[src/rtl/fft_input_loader.sv]
// ---------------------------------------------------------------------------
// fft_input_loader
//
// Collects one frame of N = 2^M real samples from a valid/ready stream and
// writes them into the FFT sample RAM in bit-reversed address order, with a
// zero imaginary part, so an in-place decimation-in-time FFT can run directly
// on the RAM contents. Once the last sample of the frame has been written
// the loader pulses fft_start and waits for fft_done before accepting the
// next frame.
//
// Ports
//   clk        system clock, all logic on the rising edge
//   reset      synchronous, active-high reset
//   s_valid    upstream sample valid
//   s_ready    loader can accept a sample this cycle (high only in LOAD)
//   s_data     signed real sample, W bits
//   mem_we     sample RAM write enable (registered, one cycle after accept)
//   mem_addr   sample RAM write address, bit-reversed sample index
//   mem_wdata  {real, imag}; real = sample in the upper W bits, imag = 0
//   fft_start  one-cycle pulse: the whole frame is in RAM
//   fft_done   one-cycle pulse from the FFT core: frame consumed
//   busy       high whenever the loader is not in LOAD
// ---------------------------------------------------------------------------
module fft_input_loader #(
    parameter int M = 9,
    parameter int W = 16
) (
    input  logic             clk,
    input  logic             reset,
    input  logic             s_valid,
    output logic             s_ready,
    input  logic [W-1:0]     s_data,
    output logic             mem_we,
    output logic [M-1:0]     mem_addr,
    output logic [2*W-1:0]   mem_wdata,
    output logic             fft_start,
    input  logic             fft_done,
    output logic             busy
);

    typedef enum logic [1:0] {
        LOAD  = 2'd0,
        FLUSH = 2'd1,
        START = 2'd2,
        WAIT  = 2'd3
    } state_t;

    state_t             r_state;
    state_t             w_state_nxt;

    logic [M-1:0]       r_cnt;
    logic               r_we;
    logic [M-1:0]       r_addr;
    logic [2*W-1:0]     r_wdata;

    logic               w_accept;
    logic               w_last_accept;

    // Mirror the index bits: address bit b takes counter bit M-1-b.
    function automatic logic [M-1:0] bit_reverse(input logic [M-1:0] v);
        logic [M-1:0] r;
        r = '0;
        for (int b = 0; b < M; b++) begin
            r[b] = v[M-1-b];
        end
        return r;
    endfunction

    assign w_accept      = s_valid && (r_state == LOAD);
    assign w_last_accept = w_accept && (r_cnt == {M{1'b1}});

    // ---- FSM state register ----
    always_ff @(posedge clk) begin
        if (reset) begin
            r_state <= LOAD;
        end else begin
            r_state <= w_state_nxt;
        end
    end

    // FLUSH exists so that the write registered on the final accept lands in
    // RAM before fft_start is raised.
    always_comb begin
        w_state_nxt = r_state;
        unique case (r_state)
            LOAD: begin
                if (w_last_accept) begin
                    w_state_nxt = FLUSH;
                end
            end
            FLUSH: begin
                w_state_nxt = START;
            end
            START: begin
                w_state_nxt = WAIT;
            end
            WAIT: begin
                if (fft_done) begin
                    w_state_nxt = LOAD;
                end
            end
            default: begin
                w_state_nxt = LOAD;
            end
        endcase
    end

    // ---- sample counter and RAM write stage ----
    // The counter is exactly M bits wide, so the increment after sample N-1
    // wraps it to 0 ready for the next frame. Address and data hold their
    // last value when no write is issued.
    always_ff @(posedge clk) begin
        if (reset) begin
            r_cnt   <= '0;
            r_we    <= 1'b0;
            r_addr  <= '0;
            r_wdata <= '0;
        end else begin
            r_we <= w_accept;
            if (w_accept) begin
                r_cnt   <= r_cnt + 1'b1;
                r_addr  <= bit_reverse(r_cnt);
                r_wdata <= {s_data, {W{1'b0}}};
            end
        end
    end

    assign s_ready   = (r_state == LOAD);
    assign busy      = (r_state != LOAD);
    assign fft_start = (r_state == START);
    assign mem_we    = r_we;
    assign mem_addr  = r_addr;
    assign mem_wdata = r_wdata;

endmodule
[config.mk]
export PLATFORM = sky130hd
export DESIGN_NAME = fft_input_loader
export DESIGN_NICKNAME = d
export VERILOG_FILES = /design/src/rtl/fft_input_loader.sv
export SDC_FILE = /design/constraint.sdc
export NUM_CORES = 1
export LEC_CHECK = 0
export CORE_AREA = 2 2 67 63
export CTS_CLUSTER_DIAMETER = 80
export DETAILED_ROUTE_END_ITERATION = 6
export DIE_AREA = 0 0 69 65
export PLACE_DENSITY = 0.86
export SKIP_CTS_REPAIR_TIMING = 1
export SLEW_MARGIN = 0
export SYNTH_ARGS = -nofsm -noshare
export SYNTH_HDL_FRONTEND = slang
export SYNTH_SLANG_ARGS = --single-unit
[constraint.sdc]
create_clock -name clk -period 2.3 [get_ports clk]
set_clock_uncertainty 0.2 [all_clocks]
set_input_delay 0.23 -clock clk [delete_from_list [all_inputs] [get_ports clk]]
set_output_delay 0.23 -clock clk [all_outputs]
set_load 0.05 [all_outputs]
# Word level (Yosys, flattened, before mapping)
# Index checks and enable logic that the tools add are counted.
[totals]
register_bits = 37
input_bits = 20
[op_classes]
add_sub_neg = 1
n_eq_ne = 6
mux = 3
n_reduce_logical = 5
[ops]
columns = ["operator", "n"]
rows = [
  ["$add 9x1->9 const B", 1],
  ["$eq 9x9->1 const B", 1],
  ["$pmux 2 s4", 1],
  ["$eq 2x2->1 const B", 2],
  ["$mux 2", 2],
  ["$eq 2x1->1 const B", 1],
  ["$logic_and 1x1->1", 2],
  ["$logic_not 2->1", 1],
  ["$ne 2x1->1 const B", 1],
  ["$ne 2x2->1 const B", 1],
  ["$reduce_and 2->1", 1],
  ["$reduce_bool 2->1", 1],
]

# Depth between registers and ports, before layout
# Gate-level depths: netlist of run 1.
[depth]
ltp_word = 5
mapped_depth = 7
mapped_depth_nobuf = 7

# Least setup slack after synthesis of run 1
# Ideal clock, no wire load.
[synth_timing]
path_kind = "flip-flop to flip-flop"
from = "register r_state[0]"
to = "register r_addr[6], in the netlist mem_addr[6]"
setup_ps = 132
t_arrival_ps = 1654
slack_ps = 313
path_stages_with_launch = 7
period_less_slack_ps = 1987
cell_sequence = "dfxtp_1 inv_1 ha_1 nand2_1 clkbuf_1 nand2_1 a21oi_1"
[synth_via]
elab_chain_len = 2
[synth_rtl]
columns = ["element", "line_no", "rtl"]
rows = [
  ["start, declared", "48", "state_t r_state;"],
  ["start signal, assigned", "77", "r_state <= w_state_nxt;"],
  ["$logic_not 2->1", "n/a", ""],
  ["named net s_ready", "31", "output logic s_ready,"],
  ["$logic_and 1x1->1", "69", "assign w_accept = s_valid && (r_state == LOAD);"],
  ["end signal, assigned", "122", "r_addr <= bit_reverse(r_cnt);"],
  ["end, declared", "53", "logic [M-1:0] r_addr;"],
]
# The timed path passes the listed nets, and every way through them passes these cells.
# A chain may end at the register's enable or synchronous reset.

# Worst setup path after layout of run 1
[layout_timing]
from = "register r_state[0]"
to = "output fft_start"
[layout_via]
elab_chain_len = 1
[layout_rtl]
columns = ["element", "line_no", "rtl"]
rows = [
  ["$eq 2x2->1", "130", "assign fft_start = (r_state == START);"],
  ["end, declared", "36", "output logic fft_start,"],
]
# Every way passes these cells.

==> results of run 1 <==
## placed cells by master (no fill, tap or decap), drive strengths merged
cell type,n
a21o,1
inv,4
a211oi,1
nor3,1
o31ai,1
a21bo,1
nand2,58
nor2,4
ha,5
or4,1
conb,16
dlymetal6s2s,1
buf,6
nand2b,1
a21oi,34
clkdlybuf4s50,46
xnor2,2
o21ai,4
or3,4
bufinv,1
dfxtp,37
and2,1
clkbuf,7
nand3,3
nand4,2
## power by group through the flow
stage / Combinational (W) / Clock, W / Sequential, W
global route: 0.000600 / 0.000613 / 0.000731
CTS: 0.000563 / 0.000591 / 0.000724
detailed placement: 0.000560 / 0 / 0.000739
finish: 0.000556 / 0.000567 / 0.000725
floorplan: 0.000288 / 0 / 0.000857
global placement: 0.000554 / 0 / 0.000735
## registers in the layout (all words and copies together), names as in the netlist
signal     cells
mem_addr       9
mem_wdata     16
mem_we         1
r_cnt          9
r_state        2
## routing by layer
layer  GRT usage (%)  vias up
met5               0        -
met4            5.39        0
met3            4.67        0
met2            25.4       32
met1            15.7      597
li1                -      693
## metrics by stage
stage	power, W	cells	worst slack [ns]
global route	0.00194	290	0.145
finish	0.00185	290	0.208
detailed placement	0.00130	282	0.319
global placement	0.00129	282	0.370
CTS	0.00188	290	0.00477
floorplan	0.00114	206	0.313
## synth_stat cells, types with 2 or more instances
library cell	number
nor2_1	4
clkbuf_1	5
dfxtp_1	37
a21oi_1	34
ha_1	5
or3_1	4
o21ai_0	4
buf_4	16
xnor2_1	2
nand2_1	58
inv_1	4
nand3_1	2
buf_2	3
## tightest hold or removal path, stage by stage, from the launching register on
cell     delay [ns]
dfxtp_1        0.31
nand2_1        0.05
a21oi_1        0.05
## cell type report
class,count,area share [%]
clock buffers,7,4.04
clock inverters,1,1.41
inverters,4,0.703
multi-input cells,140,32.1
flip-flops and latches,37,34.7
well taps,48,2.81
repair buffers,53,24.3
## how the worst max path moves through the flow
| stage | endpoint | cells past startpoint |
|---|---|---|
| after floorplan | mem_addr[6] | 6 |
| after CTS | s_ready | 3 |
| after global placement | s_ready | 3 |
| after global routing | fft_start | 3 |
| after detailed placement | s_ready | 3 |
| final | fft_start | 3 |
## kinds of logic after synthesis
family                     after synthesis  synth area share, %
buffers and inverters                   29                 11.2
and+or+nand+nor                         75                 20.9
adders and majority gates                5                 4.06
DFF                                     37                 48.1
other                                    1                0.243
xor gates and xnor gates                 2                 1.14
AOI/OAI and AO/OA                       42                 14.4
==> metrics.md, run 1 <==
| Metric | Value |
|---|---|
| Dominant synthesized flop cell | `dfxtp_1` |
| Final WL | `3100 um` |
| Data required time of the worst path | `1.87 ns` |
| Sequential cell area | `741 um^2` |
| Final Core Density | `55.4%` |
| Crit path time final | `between 2 and 2.5 ns` |
| Gpl congestion | `0.739` |
| Initial DRT Pass Iterations | `4` |
| Peak Freq | `478 MHz` |
| Worst Hold End | `mem_addr[1]` |
| Post-placement cell area | `2020 um^2` |
| Power share of the clock group | `30.7%` |
| Initial DRC Count | `65` |
| Reg power frac | `39.2%` |
| Crit path kind | `reg2out` |
| CP Launch Type | `flip-flop` |
| Unrepaired setup endpoints after global routing | `no` |
| Global route overflow | `0` |
| P per Cell Area | `866 nW/um^2` |
| Die Y | `65 um` |
| Antenna cells | `0` |
| Synth warnings | `0` |
| Run status | `finished clean` |
| Area contributors post-synth | `dfxtp_1 48%, nand2_1 14%, a21oi_1 11%` |
| Worst-path cell chain | `inv_1 > ha_1 > clkdlybuf4s50_1` |
| Num CTS Buffers | `5` |
| Worst flop-to-flop path startpoint | `r_state[1]` |
| Min-delay worst type | `reg2reg` |
| Core area | `around 3900 um^2` |
| Min-Delay Startpoint | `mem_addr[1]` |
| Vias in the first global route | `1192` |
| Detail Route Antenna Nets | `0` |
| Setup Viol. Count Final | `0` |
| P_sw | `0.000625 W` |
| Library cells used by synthesis | `26` |
| Final Hold Fails | `0` |
| CTS sink cnt | `37` |
| P&R area growth vs syn | `38.5%` |
| Input/output buffers | `48` |
| Switching share of total power | `about 34%` |
| Kind of cell adding the most delay to the critical path | `buffers and inverters` |
| Fill cells | `around 380` |
| #FFs+latches synth | `37` |
| Largest net degree at the start of global routing | `38` |
| Sequential share of the synthesized area | `48.1%` |
| Design area | `2130 um^2` |
| Final hold slack | `0.255 ns` |
| Post-synth EDFFs | `0` |
| Syn Std Cell Area | `1540 um^2` |
| RR Endpoint | `r_cnt[7]` |
| Initial antenna violation count | `0` |
| Max_cap viols | `0` |
| Num ports | `65` |
| DP HPWL | `between 2000 and 2500 um` |
| Worst-path clk slew | `0.07 ns` |
| Clk buf depth | `2` |
| Nets | `266` |
| Routed met3 length | `170 um` |
| Multi-input logic area | `roughly 680 um^2` |
| R2R depth | `5` |
| # rows | `22` |
| Metal-1 WL | `1370 um` |
| Slew Viols, Final | `0` |
| Hold Path Depth | `2` |
| Slowest-stage cell, CP | `clkdlybuf4s50_1` |
| Wire length on met2 | `about 1600 um` |
| Worst slew pin tran | `0.506 ns` |
| Comb pwr share | `30.1%` |
| Max layer used | `met3` |
| Routed wire per std cell | `10.7 um` |
| Leakage | `0.811 nW` |
| Mapped Cells | `191` |
| Worst EP arrival | `1.66 ns` |
| Max-Slew Margin vs Limit | `66.2%` |
| First-pass GRT wire length | `5110 um` |
| Vias per cell | `4.56` |
| CTS tree | `built` |
| DRC violations left | `0` |
| Die area | `between 4000 and 5000 um^2` |
| Root buffer cell | `clkbuf_8` |
| Mean post-synth cell area | `8.07 um^2` |
| Worst path max stage delay | `0.80 ns` |
| Via Count | `roughly 1300` |
| Setup crit end kind | `output pin` |
| Initial Util | `40.0%` |
| Clock latency on the worst-skew pair | `about 0.27 ns` |
| Max IR drop VDD | `around 0.42 mV` |
| R2R setup slack | `0.55 ns` |
| Crit path buffers/inverters | `2` |
| Ratio of cells with drive above 1 in the final layout | `6.61%` |
| Area share of the largest cell type after synthesis | `48.1%` |
| Gr usage total | `14.2%` |
| Setup TNS | `0 ns` |
| Die Width | `between 60 and 70 um` |
| Top cell type by total area after synthesis | `dfxtp_1` |
| Worst-path maximum fanout | `3` |
| Crit path from | `r_state[0]` |
| FFs w/ async S/R, synth | `0%` |
| Period utilization | `slightly above 90%` |
| Internal power | `around 0.0012 W` |
| Htree depth | `2` |
(Power assumes the default switching activity.)
==> run 2: changes to the inputs <==
--- a/config.mk
+++ b/config.mk
@@ -5,10 +5,10 @@
 export SDC_FILE = /design/constraint.sdc
 export NUM_CORES = 1
 export LEC_CHECK = 0
-export CORE_AREA = 2 2 67 63
+export CORE_AREA = 2 2 64 66
 export CTS_CLUSTER_DIAMETER = 80
 export DETAILED_ROUTE_END_ITERATION = 6
-export DIE_AREA = 0 0 69 65
+export DIE_AREA = 0 0 66 68
 export PLACE_DENSITY = 0.86
 export SKIP_CTS_REPAIR_TIMING = 1
 export SLEW_MARGIN = 0
==> constraint.sdc (replaced) <==
create_clock -name clk -period 2 [get_ports clk]
set_clock_uncertainty 0.2 [all_clocks]
set_input_delay 0.2 -clock clk [delete_from_list [all_inputs] [get_ports clk]]
set_output_delay 0.2 -clock clk [all_outputs]
set_load 0.05 [all_outputs]
==> run 2 against run 1 <==
Cell area decreased by 0.18%. Non-clock buffer count unchanged. Count of clock-buffer cells in the layout grew 1. Worst hold slack worse by 0.0020 ns. Critical endpoint is now mem_addr[5]. Largest power group unchanged.
==> metrics.md, run 2 (synthesis gave the netlist of run 1 again) <==
| Metric | Value |
|---|---|
| Slew Viols, Final | `0` |
| Initial DRC Count | `63` |
| Num ports | `65` |
| Final WL | `2970 um` |
| Worst path max stage delay | `0.82 ns` |
| Largest net degree at the start of global routing | `38` |
| Setup Viol. Count Final | `0` |
| Die Width | `66 um` |
| Antenna cells | `0` |
| Power share of the clock group | `approximately a quarter` |
| Die Y | `68 um` |
| Most frequent cells in the layout | `58 x nand2_1, 45 x clkdlybuf4s50_1, 37 x dfxtp_1` |
| Worst Hold End | `mem_wdata[17]` |
| Vias in the first global route | `1153` |
| First-pass GRT wire length | `~4800 um` |
| Ratio of cells with drive above 1 in the final layout | `6.61%` |
| Gr usage total | `roughly 14%` |
| Min-Delay Startpoint | `mem_wdata[17]` |
| Kind of cell adding the most delay to the critical path | `buffers and inverters` |
| Initial antenna violation count | `0` |
| Die area | `between 4000 and 5000 um^2` |
| Commonest non-fill, non-tap cell in the layout | `nand2_1` |
| Via Count | `1347` |
| Run status | `finished clean` |
| Worst EP arrival | `1.43 ns` |
| PnR worst setup slack | `0.172 ns` |
| Post-placement cell area | `roughly 2100 um^2` |
| Switching share of total power | `35.5%` |
| Detail Route Antenna Nets | `0` |
| Internal power | `0.00129 W` |
| DP HPWL | `2160 um` |
| Data required time of the worst path | `1.60 ns` |
| Routed wire per std cell | `10.2 um` |
| Period utilization | `~91%` |
| Max-Slew Margin vs Limit | `65.6%` |
| Crit path kind | `reg2out` |
| Clk buf depth | `2` |
| Input/output buffers | `48` |
| Worst-path clk slew | `roughly 0.070 ns` |
| Min-delay worst type | `reg2reg` |
| Final non-filler cell total | `292` |
| Vias per cell | `4.61` |
| Setup crit end kind | `output pin` |
| Reg power frac | `just over 40%` |
| Leakage | `about 0.81 nW` |
| Placed cells | `~280` |
| Num CTS Buffers | `5` |
| RR Endpoint | `r_state[0]` |
| DRC violations left | `0` |
| P_sw | `0.000711 W` |
| Worst flop-to-flop path startpoint | `r_cnt[0]` |
| Final Hold Fails | `0` |
| Worst-path maximum fanout | `2` |
| DP Worst Slack | `0.229 ns` |
| Clock latency on the worst-skew pair | `0.28 ns` |
| Comb pwr share | `34.4%` |
| Max_cap viols | `0` |
| # rows | `23` |
| P per Cell Area | `940 nW/um^2` |
| Peak Freq | `547 MHz` |
| Worst-path cell chain | `clkdlybuf4s50_1` |
| R2R depth | `7` |
| Htree depth | `2` |
| Unrepaired setup endpoints after global routing | `no` |
| Max reg flops | `16` |
| Final Core Density | `roughly 55%` |
| CTS tree | `built` |
| R2R setup slack | `approximately 0.3 ns` |
| Initial DRT Pass Iterations | `4` |
| Gpl congestion | `0.720` |
| Crit path buffers/inverters | `1` |
| Max IR drop VDD | `~0.56 mV` |
| P&R area growth vs syn | `38.2%` |
| CTS sink cnt | `37` |
| Root buffer cell | `clkbuf_8` |
| Global route overflow | `0` |
| Nets | `266` |
| Slowest-stage cell, CP | `clkdlybuf4s50_1` |
| Worst slew pin tran | `0.514 ns` |
| Crit path time final | `around 1.8 ns` |
| Initial Util | `40.0%` |
| Setup TNS | `0 ns` |
| Core area | `3860 um^2` |
| Hold Path Depth | `2` |
| Design area | `around 2100 um^2` |
| CP Launch Type | `flip-flop` |
## run 2: cell types whose count changed in the layout (fill, tap and decap cells not counted), sizes merged
cell           previous run  this run
buf                       6         8
bufinv                    1         0
clkbuf                    7         8
clkdlybuf4s50            46        45
dlymetal6s2s              1         0
## run 2: area by class of cell
| type | count | area (um^2) |
|---|---|---|
| timing repair buffer | 53 | 548 |
| tap | 50 | 62.6 |
| fill | 383 | 1730 |
| multi-input combinational | 140 | 684 |
| inverter | 4 | 15.0 |
| sequential | 37 | 741 |
| clock buffer | 8 | 80.1 |
## run 2: how the worst max path moves through the flow
stage / from / end / slack, ns / cells after the start
final: mem_addr[5] / mem_addr[5] / 0.17 / 1
after detailed placement: s_valid / r_cnt[7] / 0.23 / 4
after global routing: mem_addr[5] / mem_addr[5] / 0.12 / 1
after global placement: s_valid / r_cnt[7] / 0.28 / 4
after floorplan: r_state[0] / mem_addr[6] / 0.01 / 6
after CTS: mem_addr[5] / mem_addr[5] / 0.16 / 1
## run 2: per-stage QoR
step | power [W] | hold WS [ns]
final | 0.00200 | 0.253
after global routing | 0.00211 | 0.267
after CTS | 0.00203 | 0.257
after global placement | 0.00153 | 0.242
after floorplan | 0.00132 | 0.136
after detailed placement | 0.00154 | 0.247
## run 2: power groups by stage
stage | registers (W) | clock network [W] | logic (W)
2_1_floorplan | 0.000986 | 0 | 0.000331
3_3_place_gp | 0.000846 | 0 | 0.000686
3_5_place_dp | 0.000849 | 0 | 0.000695
4_1_cts | 0.000832 | 0.000500 | 0.000696
5_1_grt | 0.000839 | 0.000534 | 0.000742
6_report | 0.000831 | 0.000482 | 0.000688
## run 2: metal layers
layer  vias to the layer above  track usage, %  share of wire [%]  wire length [um]
met3                         3            4.44                6.1               181
met4                         0            5.36               0.71                21
met5                         -               0                  0                 0
met1                       614            15.7                 42              1240
met2                        39            25.3                 52              1540
li1                        691               -                  -                 -
## run 2: worst register-to-register path: stages, from the launching register on
cell,delay [ns]
dfxtp_1,0.42
ha_1,0.20
nand2_1,0.05
nor3_1,0.14
ha_1,0.18
a21bo_2,0.14
a21oi_1,0.07
a211oi_1,0.22
==> run 3: changes to the inputs <==
==> config.mk (replaced) <==
export PLATFORM = sky130hd
export DESIGN_NAME = fft_input_loader
export DESIGN_NICKNAME = d
export VERILOG_FILES = /design/src/rtl/fft_input_loader.sv
export SDC_FILE = /design/constraint.sdc
export NUM_CORES = 1
export LEC_CHECK = 0
export CORE_AREA = 2 2 56 71
export CTS_CLUSTER_DIAMETER = 80
export DETAILED_ROUTE_END_ITERATION = 6
export DIE_AREA = 0 0 58 73
export PLACE_DENSITY = 0.9
export SKIP_CTS_REPAIR_TIMING = 1
export SLEW_MARGIN = 20
export SYNTH_ARGS = -nofsm -noshare
export SYNTH_HDL_FRONTEND = slang
export SYNTH_SLANG_ARGS = --single-unit
==> constraint.sdc (replaced) <==
create_clock -name clk -period 2.25 [get_ports clk]
set_clock_uncertainty 0.2 [all_clocks]
set_input_delay 0.225 -clock clk [delete_from_list [all_inputs] [get_ports clk]]
set_output_delay 0.225 -clock clk [all_outputs]
set_load 0.05 [all_outputs]
==> run 3 against run 2 <==
Worst hold slack barely moved. Sequential power fell by 11%. Non-clock buffer count did not move. Via count fell by 0.45%. Global-route usage rose by 0.63 points. Critical endpoint is now fft_start. Largest power group unchanged.
==> metrics.md, run 3 (synthesis gave the netlist of run 1 again) <==
| Metric | Value |
|---|---|
| Initial Util | `42.5%` |
| Data required time of the worst path | `1.82 ns` |
| RR Endpoint | `r_cnt[7]` |
| Crit path from | `r_state[0]` |
| Vias in the first global route | `1132` |
| Initial antenna violation count | `0` |
| Ratio of cells with drive above 1 in the final layout | `6.64%` |
| Routed wire per std cell | `11.1 um` |
| Leakage | `0.797 nW` |
| Gr usage total | `14.7%` |
| Period utilization | `between 90% and 100%` |
| Tot Pwr | `about 0.0018 W` |
| Worst flop-to-flop path startpoint | `r_state[0]` |
| Gpl congestion | `0.770` |
| Worst-path clk slew | `0.07 ns` |
| Max IR drop VDD | `0.697 mV` |
| Commonest non-fill, non-tap cell in the layout | `nand2_1` |
| Die area | `4230 um^2` |
| Die Width | `58 um` |
| Vias per cell | `4.77` |
| DRC violations left | `0` |
| Clock latency on the worst-skew pair | `0.28 ns` |
| Max_cap viols | `0` |
| Final WL | `between 3000 and 4000 um` |
| Unrepaired setup endpoints after global routing | `no` |
| Initial DRC Count | `25` |
| Num CTS Buffers | `5` |
| CTS sink cnt | `37` |
| Run status | `finished clean` |
| Antenna cells | `0` |
| Min-delay worst type | `reg2reg` |
| CP Launch Type | `flip-flop` |
| # rows | `25` |
| Nets | `~270` |
| Last element of the critical path | `fft_start` |
| Initial DRT Pass Iterations | `4` |
| Worst slew pin tran | `0.514 ns` |
| R2R depth | `5` |
| Setup crit end kind | `output pin` |
| Worst EP arrival | `about 1.7 ns` |
| Max-Slew Margin vs Limit | `65.6%` |
| Peak Freq | `475 MHz` |
| Max reg flops | `16` |
| DP HPWL | `2220 um` |
| Setup TNS | `0 ns` |
| CTS tree | `built` |
| Core area | `3630 um^2` |
| P per Cell Area | `roughly 840 nW/um^2` |
| Slew Viols, Final | `0` |
| Crit path kind | `reg2out` |
| Via Count | `roughly 1300` |
| Die Y | `73 um` |
| Input/output buffers | `48` |
| Final Hold Fails | `0` |
| First-pass GRT wire length | `about 4800 um` |
| Detail Route Antenna Nets | `0` |
| Htree depth | `2` |
| Multi-input logic area | `684 um^2` |
| Worst-path maximum fanout | `3` |
| Global route overflow | `0` |
| Clk buf depth | `2` |
| P&R area growth vs syn | `35.6%` |
| Largest net degree at the start of global routing | `38` |
| Crit path time final | `between 2 and 2.5 ns` |
| Most frequent cells in the layout | `58 x nand2_1, 46 x clkdlybuf4s50_1, 37 x dfxtp_1` |
| Num ports | `between 60 and 70` |
| Sequential cell area | `741 um^2` |
| R2R setup slack | `0.50 ns` |
| Fill cells | `331` |
| Setup Viol. Count Final | `0` |
| Root buffer cell | `clkbuf_8` |
-- run 3: changes by cell type in the layout (fill, tap and decap cells not counted) --
cell	change
clkdlybuf4s50_1	+1
clkbuf_8	+1
buf_12	-3
clkbuf_1	-2
buf_4	+2
-- run 3: worst min-delay path by stage --
stage | startpoint | to | slack, ns | depth (start not counted)
detailed placement | mem_wdata[22] | mem_wdata[22] | 0.25 | 2
finish | mem_wdata[28] | mem_wdata[28] | 0.25 | 2
CTS | mem_wdata[22] | mem_wdata[22] | 0.26 | 2
global route | mem_wdata[28] | mem_wdata[28] | 0.27 | 2
floorplan | s_data[0] | mem_wdata[16] | 0.16 | 2
global placement | mem_wdata[20] | mem_wdata[20] | 0.24 | 2
-- run 3: stage by stage --
| step | worst slack, ns | hold slack (ns) | cell area (um^2) | utilization, % | instances |
|---|---|---|---|---|---|
| after global routing | 0.0844 | 0.272 | 2090 | 57.6 | 281 |
| after CTS | 0.135 | 0.258 | 2090 | 57.6 | 281 |
| after floorplan | 0.263 | 0.161 | 1600 | - | 206 |
| after detailed placement | 0.451 | 0.248 | 2000 | 55.2 | 274 |
| after global placement | 0.499 | 0.242 | 2000 | 55.2 | 274 |
| final | 0.146 | 0.253 | 2090 | 57.6 | 281 |
-- run 3: worst max-delay path: stages (launching register included) --
cell             delay (ns)
dfxtp_1                0.33
inv_1                  0.08
ha_1                   0.17
clkdlybuf4s50_1        0.82
-- run 3: per-layer routing --
layer / GRT usage (%) / vias up / part of all wire [%]
met3: 5.50 / 6 / 6.1
met4: 5.94 / 0 / 1.7
met5: 0 / - / 0
li1: - / 691 / -
met2: 26.5 / 45 / 53
met1: 15.2 / 599 / 39
-- run 3: report_power, final --
group          internal (W)  switching (W)
Sequential         0.000707      0.0000326
Combinational      0.000181       0.000386
Clock              0.000243       0.000213
-- run 3: final cells by class --
| type | instances | share of cell area (%) |
|---|---|---|
| Tap cell | 40 | 2.40 |
| Timing Repair Buffer | 53 | 24.6 |
| Multi-Input combinational cell | 140 | 32.8 |
| Clock buffer | 7 | 4.13 |
| Inverter | 4 | 0.719 |
| Sequential cell | 37 | 35.4 |
